[config.mk]
export PLATFORM = sky130hd
export DESIGN_NAME = lambda_argmax
export DESIGN_NICKNAME = d
export VERILOG_FILES = /design/src/rtl/lambda_argmax.sv
export SDC_FILE = /design/constraint.sdc
export NUM_CORES = 1
export LEC_CHECK = 0
export CAP_MARGIN = 20
export CELL_PAD_IN_SITES_DETAIL_PLACEMENT = 1
export CELL_PAD_IN_SITES_GLOBAL_PLACEMENT = 1
export CORE_ASPECT_RATIO = 1.25
export CORE_MARGIN = 2
export CORE_UTILIZATION = 38
export CTS_BUF_LIST = sky130_fd_sc_hd__clkbuf_8
export DETAILED_ROUTE_END_ITERATION = 8
export GPL_ROUTABILITY_DRIVEN = 0
export GPL_TIMING_DRIVEN = 0
export PLACE_DENSITY = 0.83
export SYNTH_ARGS = -nofsm -noshare
export SYNTH_HDL_FRONTEND = slang
export SYNTH_SLANG_ARGS = --single-unit
export TNS_END_PERCENT = 5
[constraint.sdc]
create_clock -name clk -period 2.4 [get_ports clk]
set_input_delay 0.48 -clock clk [delete_from_list [all_inputs] [get_ports clk]]
set_output_delay 0.48 -clock clk [all_outputs]
set_load 0.02 [all_outputs]
[src/rtl/lambda_argmax.sv]
// Running argmax over one window of WIN_LEN valid lambda samples; result one cycle after the last sample.
// No backpressure: samples are consumed whenever lambda_valid is high in the start cycle or while searching.
module lambda_argmax #(
  parameter int WIN_LEN  = 80,
  parameter int LAMBDA_W = 14,
  localparam int IDX_W   = $clog2(WIN_LEN)
) (
  input  logic                clk,
  input  logic                rst,
  input  logic                start,
  input  logic [LAMBDA_W-1:0] lambda_in,
  input  logic                lambda_valid,
  output logic [IDX_W-1:0]    theta_out,
  output logic [LAMBDA_W-1:0] lambda_max_out,
  output logic                out_valid,
  output logic                busy
);

  localparam logic [IDX_W-1:0] LAST_IDX = IDX_W'(WIN_LEN - 1);

  typedef enum logic [1:0] {IDLE, SEARCH, DONE} state_t;

  state_t                      state_q;
  logic [IDX_W-1:0]            idx_q;
  logic [IDX_W-1:0]            theta_q;
  logic signed [LAMBDA_W-1:0]  max_q;
  logic [IDX_W-1:0]            theta_out_q;
  logic [LAMBDA_W-1:0]         lambda_max_out_q;
  logic                        out_valid_q;
  logic                        busy_q;

  logic [IDX_W-1:0]            cur_idx_d;
  logic                        accept_d;
  logic                        take_d;
  logic                        last_d;

  // A start always rebases the index, so its own sample (if any) is index 0.
  always_comb begin
    cur_idx_d = start ? '0 : idx_q;
    accept_d  = lambda_valid && (start || (state_q == SEARCH));
    take_d    = (cur_idx_d == '0) || ($signed(lambda_in) > max_q);
    last_d    = accept_d && (cur_idx_d == LAST_IDX);
  end

  always_ff @(posedge clk) begin
    if (rst) begin
      state_q          <= IDLE;
      idx_q            <= '0;
      theta_q          <= '0;
      max_q            <= '0;
      theta_out_q      <= '0;
      lambda_max_out_q <= '0;
      out_valid_q      <= 1'b0;
      busy_q           <= 1'b0;
    end else begin
      out_valid_q <= 1'b0;
      if (accept_d && take_d) begin
        max_q   <= lambda_in;
        theta_q <= cur_idx_d;
      end
      if (last_d) begin
        state_q          <= DONE;
        idx_q            <= '0;
        out_valid_q      <= 1'b1;
        busy_q           <= 1'b0;
        theta_out_q      <= take_d ? cur_idx_d : theta_q;
        lambda_max_out_q <= take_d ? lambda_in : max_q;
      end else if (start) begin
        state_q <= SEARCH;
        idx_q   <= accept_d ? IDX_W'(1) : '0;
        busy_q  <= 1'b1;
      end else if (state_q == SEARCH) begin
        busy_q <= 1'b1;
        if (accept_d) begin
          idx_q <= cur_idx_d + IDX_W'(1);
        end
      end else begin
        state_q <= IDLE;
        busy_q  <= 1'b0;
      end
    end
  end

  assign theta_out      = theta_out_q;
  assign lambda_max_out = lambda_max_out_q;
  assign out_valid      = out_valid_q;
  assign busy           = busy_q;

endmodule
==> summary.md <==
| Metric | Value |
|---|---|
| Status | finished, violations left |
| Failing checks | negative setup slack |
| Max Slew Vio Count | 0 |
| R2r startpoint | max_q[2] |
| Vias in the first global route | ~2,600 |
| Tcrit/Tclk final | 1.043 |
| Die ar. | 0.007545 mm2 |
| GRT Overall Usage | 0.2218 |
| Skew-Pair Late Insertion Delay | 330 ps |
| Synth Area per Inst | 9.413 um2 |
| Final core utilization | 0.5373 |
| Final setup margin | -104.2 ps |
| DRC viols | 0 |
| Hold path depth | 2 |
| PD cells | roughly 550 mW/mm2 |
| Max Fclk | around 0.4 GHz |
| Leakage power | approximately 0.0014 uW |
| CTS buffer count | 5 |
| CP peak stage delay | 360 ps |
| EDFF count, synth | 0 |
| Core area | ~0.0066 mm2 |
| Reg clk slew, reported paths | 110 ps |
| Place WS | -626.0 ps |
| Global-route wire length before repair | 13.11 mm |
| Hold_sp | theta_out[2] |
| Most used DFF post-synth | dfxtp_1 |
| Fin area | about 0.0035 mm2 |
| Port Buffers | 38 |
| Worst hold margin | ~460 ps |
| Crit Reg-Reg Endpoint | max_q[12] |
| Synthesized Nets | 311 |
| Slew @ Worst Pin | 647.1 ps |
| H-tree depth | 2 |
| Worst setup SP type | flop |
| TritonCTS Sinks | 53 |
| Vias per cell | about 5.4 |
| Largest net degree at the start of global routing | 17 |
| Mapped cell area | approximately 0.0026 mm2 |
| FFs w/ async S/R, synth | 0 |
| Max-cap violations | 0 |
| Placed instance area | 0.003099 mm2 |
| Starting Density | 0.3947 |
| DIE WIDTH | between 70 and 80 um |
| Area growth syn-to-layout | 36.13% |
| Total vias in the final route | 2,303 |
| Slew headroom | 0.5686 |
| Post-DRT Antenna Nets | 0 |
| CTS tree | yes |
| Initial antenna violation count | 0 |
| Ys Warns | 0 |
| CTS root buf | clkbuf_8 |
| Gate Count Post-Synth | ~280 |
| Final WL | 8.285 mm |
| Max FO, Critical Path | 5 |
| VDD IR max | around 310 uV |
| Setup violators final | 12 |
| Hold Vio Cnt, Final | 0 |
| DR WL/cell | roughly 19 um |
| CP max-delay cell | a311o_1 |
| Final min period | 2504 ps |
| Type of the worst min-delay path | reg -> reg |
| Final nets | 375 |
| Die Span Y | just under 100 um |
| Crit path capture type | flop |
| N_diodes | 0 |
| GRT overflow | 0 |
| Crit path arrival time | around 2700 ps |
| Unique masters post-synth | 44 |
| Synth Register Bits | 53 |
| Ports | 41 |
| R2R setup slack | -100 ps |
| Layout cell share with drive strength beyond 1 | 0.2778 |
| CTS max path bufs | 2 |
| CP required | 2590 ps |
| Worst R2R Path Depth | 10 |
| Num rows | 33 |
| Crit-path cells | inv_1, ha_1, nand4_1, o21bai_1, a311o_1, a211oi_4, buf_6, buf_8, mux2i_1, nor2_1 |
| Final Power | between 1500 and 2000 uW |
| Register area share after synthesis | 0.4069 |
| Worst hold endpoint | theta_out[2] |
| Post-DP HPWL | around 5.0 mm |
| Worst Skew | roughly 19 ps |
| Initial DRC Count | 98 |
| Unrepaired setup endpoints after global routing | yes |
| Critical setup path kind | reg -> reg |
| Drt first pass iters | 4 |
[cells in the mapped netlist (4+ instances only)]
cell type   n  area (um2)
a21oi_1     6       30.03
buf_2       4       20.02
clkbuf_1    8       30.03
dfxtp_1    53        1061
ha_1       16       200.2
inv_1      19       71.32
mux2i_1    25       250.2
nand2_1    23       86.33
nand3_1    18       90.09
nor2_1     31       116.4
nor2b_1     8       50.05
nor3_1      7       35.03
o21ai_0     4       20.02
o21ai_1     5       25.02
o311ai_2   11       178.9
[cell usage in the layout, fill, tap and decap left out, types with 4 or more instances in the layout]
cell and n:
buf_6 4, clkbuf_8 5, o311ai_2 11, o21ai_1 7, inv_1 12, clkdlybuf4s50_1 24, dfxtp_2 11, nor2_1 31
nor3_1 7, a21oi_1 6, dfxtp_1 42, clkbuf_1 8, ha_4 10, dlygate4sd2_1 5, ha_1 6, mux2i_1 23
nand2_1 23, nand3_1 18, buf_4 19, clkbuf_2 4, inv_2 6, nor2b_1 6
[cell families after synthesis]
family                   synth area share
XOR/XNOR                          0.01344
flip-flops                         0.4069
AO/OA/AOI/OAI                      0.1680
AND/OR/NAND/NOR                    0.1703
adder cells (fa/ha/maj)           0.07677
multiplexers                       0.1003
buffers and inverters             0.06430
[metal layers]
layer	share of wire	vias to the layer above	routed length, um	track usage
met5	0	-	0	0
met3	0.042	23	345	0.03825
met1	0.38	1107	3157	0.2409
met2	0.54	70	4498	0.4125
li1	-	1103	-	-
met4	0.034	0	284	0.09717
[cell type report]
type | instances | area [um2]
Clock inverter | 3 | 65.06
Timing Repair Buffer | 57 | 496.7
Inverter | 20 | 78.83
Fill cell | 771 | 3057
Multi-Input combinational cell | 188 | 1554
Clock buffer | 5 | 68.82
Tap cell | 87 | 108.9
Buffer | 16 | 102.6
Sequential cell | 53 | 1075
[flip-flops by register name (all words and copies together), names as in the netlist]
| name | count |
|---|---|
| out_valid | 1 |
| lambda_max_out | 14 |
| max_q | 14 |
| theta_q | 7 |
| state_q | 2 |
| busy | 1 |
| theta_out | 7 |
| idx_q | 7 |
[critical path: cells and delay by family, from the launching register on]
kind / cells / cell delay [ps]
flip-flops: 1 / 350
adder cells (fa/ha/maj): 1 / 280
AO/OA/AOI/OAI: 3 / 910
multiplexers: 1 / 260
buffers and inverters: 3 / 370
AND/OR/NAND/NOR: 2 / 210
[power breakdown]
group | internal [uW] | total (uW) | switching (uW) | leakage (uW)
Clock | 414 | 724 | 310 | 0.0000681
Combinational | 140 | 308 | 169 | 0.000866
Sequential | 900 | 913 | 12.9 | 0.000434
[stage by stage]
step | cells | TNS [ps]
4_1_cts | 422 | -771.5
3_5_place_dp | 402 | -23800
2_1_floorplan | 277 | 0
5_1_grt | 429 | -3245
6_report | 429 | -451.5
3_3_place_gp | 402 | -21140
[worst max path at each step]
stage                             start            endpoint  slack, ps  depth (start not counted)
after floorplan                   start  lambda_max_out[10]         20                         10
after global placement    lambda_in[13]  lambda_max_out[11]       -530                          8
after detailed placement  lambda_in[13]          theta_q[0]       -630                          8
after CTS                      max_q[5]          theta_q[0]        -80                         10
after global routing           max_q[2]           max_q[12]       -180                         10
final                          max_q[2]           max_q[12]       -100                         10
[what timing repair did]
| item | 4_1_cts | 5_1_grt |
|---|---|---|
| pin swaps | 16 | 11 |
| buffers inserted | 10 | 7 |
| gates cloned | 2 | 0 |
| hold buffers | 0 | 0 |
| setup endpoints to repair | 42 | 41 |
| resized for setup | 46 | 35 |
(Power assumes the default switching activity.)
==> patch 1: new RTL, same flow settings <==
Put one more register stage on the output `out_valid`, with the module's reset. The value now appears one clock later. The other outputs are not delayed to match.
--- a/src/rtl/lambda_argmax.sv
+++ b/src/rtl/lambda_argmax.sv
@@ -84,5 +84,11 @@
   assign theta_out      = theta_out_q;
   assign lambda_max_out = lambda_max_out_q;
-  assign out_valid      = out_valid_q;
+  always_ff @(posedge clk) begin
+    if (rst) begin
+      out_valid <= '0;
+    end else begin
+      out_valid <= out_valid_q;
+    end
+  end
   assign busy           = busy_q;
 
Check against the original RTL: same outputs for any inputs over 10 cycles, from zero or initial values and one cycle with rst high; that may be too few to reach the edited logic, so the function may still have changed.
==> patch 1 against the original RTL <==
  * Synthesized area rose by 0.53%
  * Worst setup slack got worse by 0.060 ns
  * Sequential cell count rose by 1
  * Critical path type is now in -> reg
  * Wire length fell by 5.7%
  * Count of clock-buffer cells in the layout did not move
  * Non-clock buffer count fell by 8
  * Total power fell by 11%
  * The run still ends with setup timing left
  * Critical endpoint is now lambda_max_out[11]
  * Design area fell by 1.8%
==> patch 1: results (changes against the original RTL) <==
stage,metric,value,unit,change
status,outcome,"finished, violations left",,
status,violated checks,setup timing,,
drt,wire per inst,18.69,um,-3.2%
placement,Detail Placement HPWL,4.969,mm,-1.4%
cells_and_area,buffer share of cell area,16.55,%,-0.34 points
hold_path,Worst Hold Launch,rst,,
power,worst vdd ir,0.2999,mV,-2.7%
grt,GRT Util Overall,20.05,%,-2.1 points
drt,via count,2242,,-2.6%
logic_synthesis,Avg Inst Size Synth,9.602,sq um,+2.0%
logic_synthesis,sequential fraction of the synthesis area,41.24,%,+0.55 points
power,LEAKAGE,1.352,nW,-1.2%
worst_setup_path,slowest cell delay on critical path,0.52,ns,+0.16 ns
timing,final setup TNS,-3.862,ns,-3.411 ns
timing,final worst slack,-0.1646,ns,-0.06048 ns
cells_and_area,NumNets Final,365,,-2.7%
logic_synthesis,Seq cells post-synth,54,,+1.9%
placement,placed cell area,3120,sq um,+0.69%
cells_and_area,Inverters,19,,-5.0%
drt,vias per cell,5.364,,about the same
timing,Worst Skew,0.009517,ns,-0.009268 ns
timing,Final setup viols,42,,+30
cells_and_area,fraction of area in multi-input gates,44.76,%,+0.98 points
logic_synthesis,Synth top cells by count,"54 x dfxtp_1, 28 x nor2_1, 25 x mux2i_1",,
cells_and_area,Non-clk bufs,65,,-11%
placement,Place WS,-0.7741,ns,-0.1482 ns
worst_setup_path,maximum fanout along the worst path,10,,+5
worst_setup_path,Critical R2R Launch,max_q[6],,
worst_setup_path,critical path startpoint,lambda_in[6],,
placement,IO Port Bufs,39,,+2.6%
timing,worst slew pin tran,0.6425,ns,-0.004641 ns
grt,first-pass GRT wire length,11.87,mm,-9.5%
grt,vias in the first global route,2337,,-8.6%
logic_synthesis,top post-synthesis cells by area,"dfxtp_1 41%, mux2i_1 9.5%, ha_1 7.6%, nor2_1 4.0%, nand2_1 3.3%",,
==> patch 1: repair_timing <==
item,in CTS,in global routing
endpoints found under the hold margin,0,0
setup buffers,7,3
setup endpoints to repair,44,42
gates resized for setup,41,23
gates cloned,2,0
pin swaps,14,9
==> patch 1: logic make-up after synthesis <==
group	count (synthesis)	share of synthesized area, %
buf+inv	33	6.730
compound gates	46	15.42
flops	54	41.24
fa+ha+maj	16	7.637
xor+xnor	4	1.337
mux	25	9.547
simple gates	95	18.09
==> patch 1: path summary, 6_finish.rpt <==
check	end	slack (ns)	cells past startpoint
hold reg to reg	out_valid	0.46	1
setup reg to reg	lambda_max_out[11]	-0.16	9
setup / recovery	lambda_max_out[11]	-0.16	9
hold / removal	theta_q[5]	0.35	2
==> patch 1: where the power goes <==
part / internal, mW / leakage [nW] / switching [mW]
registers: 0.915 / 0.440 / 0.0117
clock network: 0.197 / 0.0438 / 0.303
logic: 0.138 / 0.868 / 0.160
total: 1.25 / 1.35 / 0.475
==> patch 1: metrics by stage <==
stage	utilization [%]	total power [mW]
floorplan	-	1.084
global placement	47.23	1.156
detailed placement	47.23	1.165
CTS	51.53	1.692
global route	52.77	1.793
finish	52.77	1.724
==> patch 1: layer usage <==
| layer | track usage (%) | routed length (um) | vias up |
|---|---|---|---|
| met5 | 0 | 0 | - |
| met4 | 6.208 | 237 | 0 |
| met3 | 3.918 | 222 | 22 |
| met2 | 35.81 | 4162 | 47 |
| met1 | 23.88 | 3191 | 1098 |
| li1 | - | - | 1075 |
==> patch 2: new RTL, same flow settings <==
Without the edit above. Change the parameter `LAMBDA_W` from 14 to 28.
--- a/src/rtl/lambda_argmax.sv
+++ b/src/rtl/lambda_argmax.sv
@@ -3,5 +3,5 @@
 module lambda_argmax #(
   parameter int WIN_LEN  = 80,
-  parameter int LAMBDA_W = 14,
+  parameter int LAMBDA_W = 28,
   localparam int IDX_W   = $clog2(WIN_LEN)
 ) (
Ports: changed (resized lambda_in and lambda_max_out); port bits go from 41 to 69. The function was not compared with the original's and may differ.
==> patch 2 against the original RTL <==
  * Total power increased by 61%
  * Combinational power increased by 110%
  * Design area increased by 82%
  * Critical endpoint is now lambda_max_out[1]
  * Wire length increased by 90%
  * Non-clock buffer count increased by 56
  * Clock skew decreased by 0.0065 ns
  * Worst setup slack got worse by 0.24 ns
  * Largest power group unchanged
  * Critical path depth increased by 2
  * Synthesized area increased by 76%
  * Largest cell class unchanged
  * Sequential cell count increased by 28
  * The run still ends with setup timing left
  * Sequential share of layout area decreased by 4.9 points
==> patch 2: results (changes against the original RTL) <==
stage,metric,value,unit,change
power,Switching Share,30.63,%,+5.4 points
placement,Place WS,-1.170,ns,-0.5436 ns
cells_and_area,Fillers,1306,,+69%
timing,final worst slack,-0.3441,ns,-0.2400 ns
logic_synthesis,Synth top cells by count,"81 x dfxtp_1, 66 x nand2b_1, 38 x a211oi_1",,
status,outcome,"finished, violations left",,
timing,Worst Skew,0.01230,ns,-0.006481 ns
clock_tree,worst-skew pair later-pin latency,0.38,ns,+0.05 ns
power,pwr dens,485.6,nW/um^2,-11%
logic_synthesis,Seq cells post-synth,81,,+53%
worst_setup_path,maximum fanout along the worst path,7,,+2
power,worst vdd ir,0.2403,mV,-22%
placement,dpl cells,712,,+77%
timing,final setup TNS,-17.14,ns,-16.69 ns
cells_and_area,NumNets Final,645,,+72%
grt,first-pass GRT wire length,23.90,mm,+82%
placement,IO Port Bufs,67,,+76%
worst_setup_path,Worst path slowest cell,ha_4,,
status,violated checks,setup timing,,
drt,via count,4194,,+82%
grt,GRT Util Overall,23.65,%,+1.5 points
clock_tree,Resize count post-CTS,128,,+180%
hold_path,Hold Crit Class,in -> reg,,
clock_tree,post-CTS repair timing setup buffer count,15,,+5
timing,Final setup viols,70,,+58
cells_and_area,layout cells sized above 1,30.10,%,+2.3 points
logic_synthesis,mux contribution to synthesized area,7.669,%,-2.4 points
drt,met3 WL,482,um,+40%
drt,Detailed Route WL,15.74,mm,+90%
worst_setup_path,slowest cell delay on critical path,0.30,ns,-0.06 ns
cells_and_area,area of the multi-input gates,3082,sq um,+98%
timing,relative slew slack,59.99,%,+3.1 points
logic_synthesis,Gate Count Post-Synth,484,,+75%
logic_synthesis,Synth Net Count,546,,+76%
timing,Max Clk Rate,364.4,MHz,-8.7%
grt,vias in the first global route,4656,,+82%
-- patch 2: layout make-up --
cell class / instances / share of cell area, %
Multi-Input combinational cell: 331 / 47.73
Buffer: 40 / 5.039
Timing Repair Buffer: 89 / 13.78
Clock inverter: 7 / 1.221
Clock buffer: 9 / 1.919
Tap cell: 161 / 3.120
Inverter: 31 / 1.802
Sequential cell: 81 / 25.39
-- patch 2: worst reg2reg max path, cell delays in order, from the launching register on --
cell and delay [ns]:
dfxtp_2 0.36, inv_2 0.06, ha_4 0.28, nand4_1 0.15, buf_6 0.17, nor4_4 0.25, o41ai_2 0.13, a221o_1 0.35
buf_6 0.15, and2_4 0.20, bufbuf_16 0.29, a311oi_2 0.22
-- patch 2: path summary, 6_finish.rpt --
check	startpoint	to	slack, ns	cells past startpoint
max reg2reg	max_q[19]	lambda_max_out[1]	-0.30	11
max	lambda_in[15]	lambda_max_out[1]	-0.34	12
min	lambda_in[13]	max_q[13]	0.44	3
min reg2reg	theta_out[4]	theta_out[4]	0.47	2
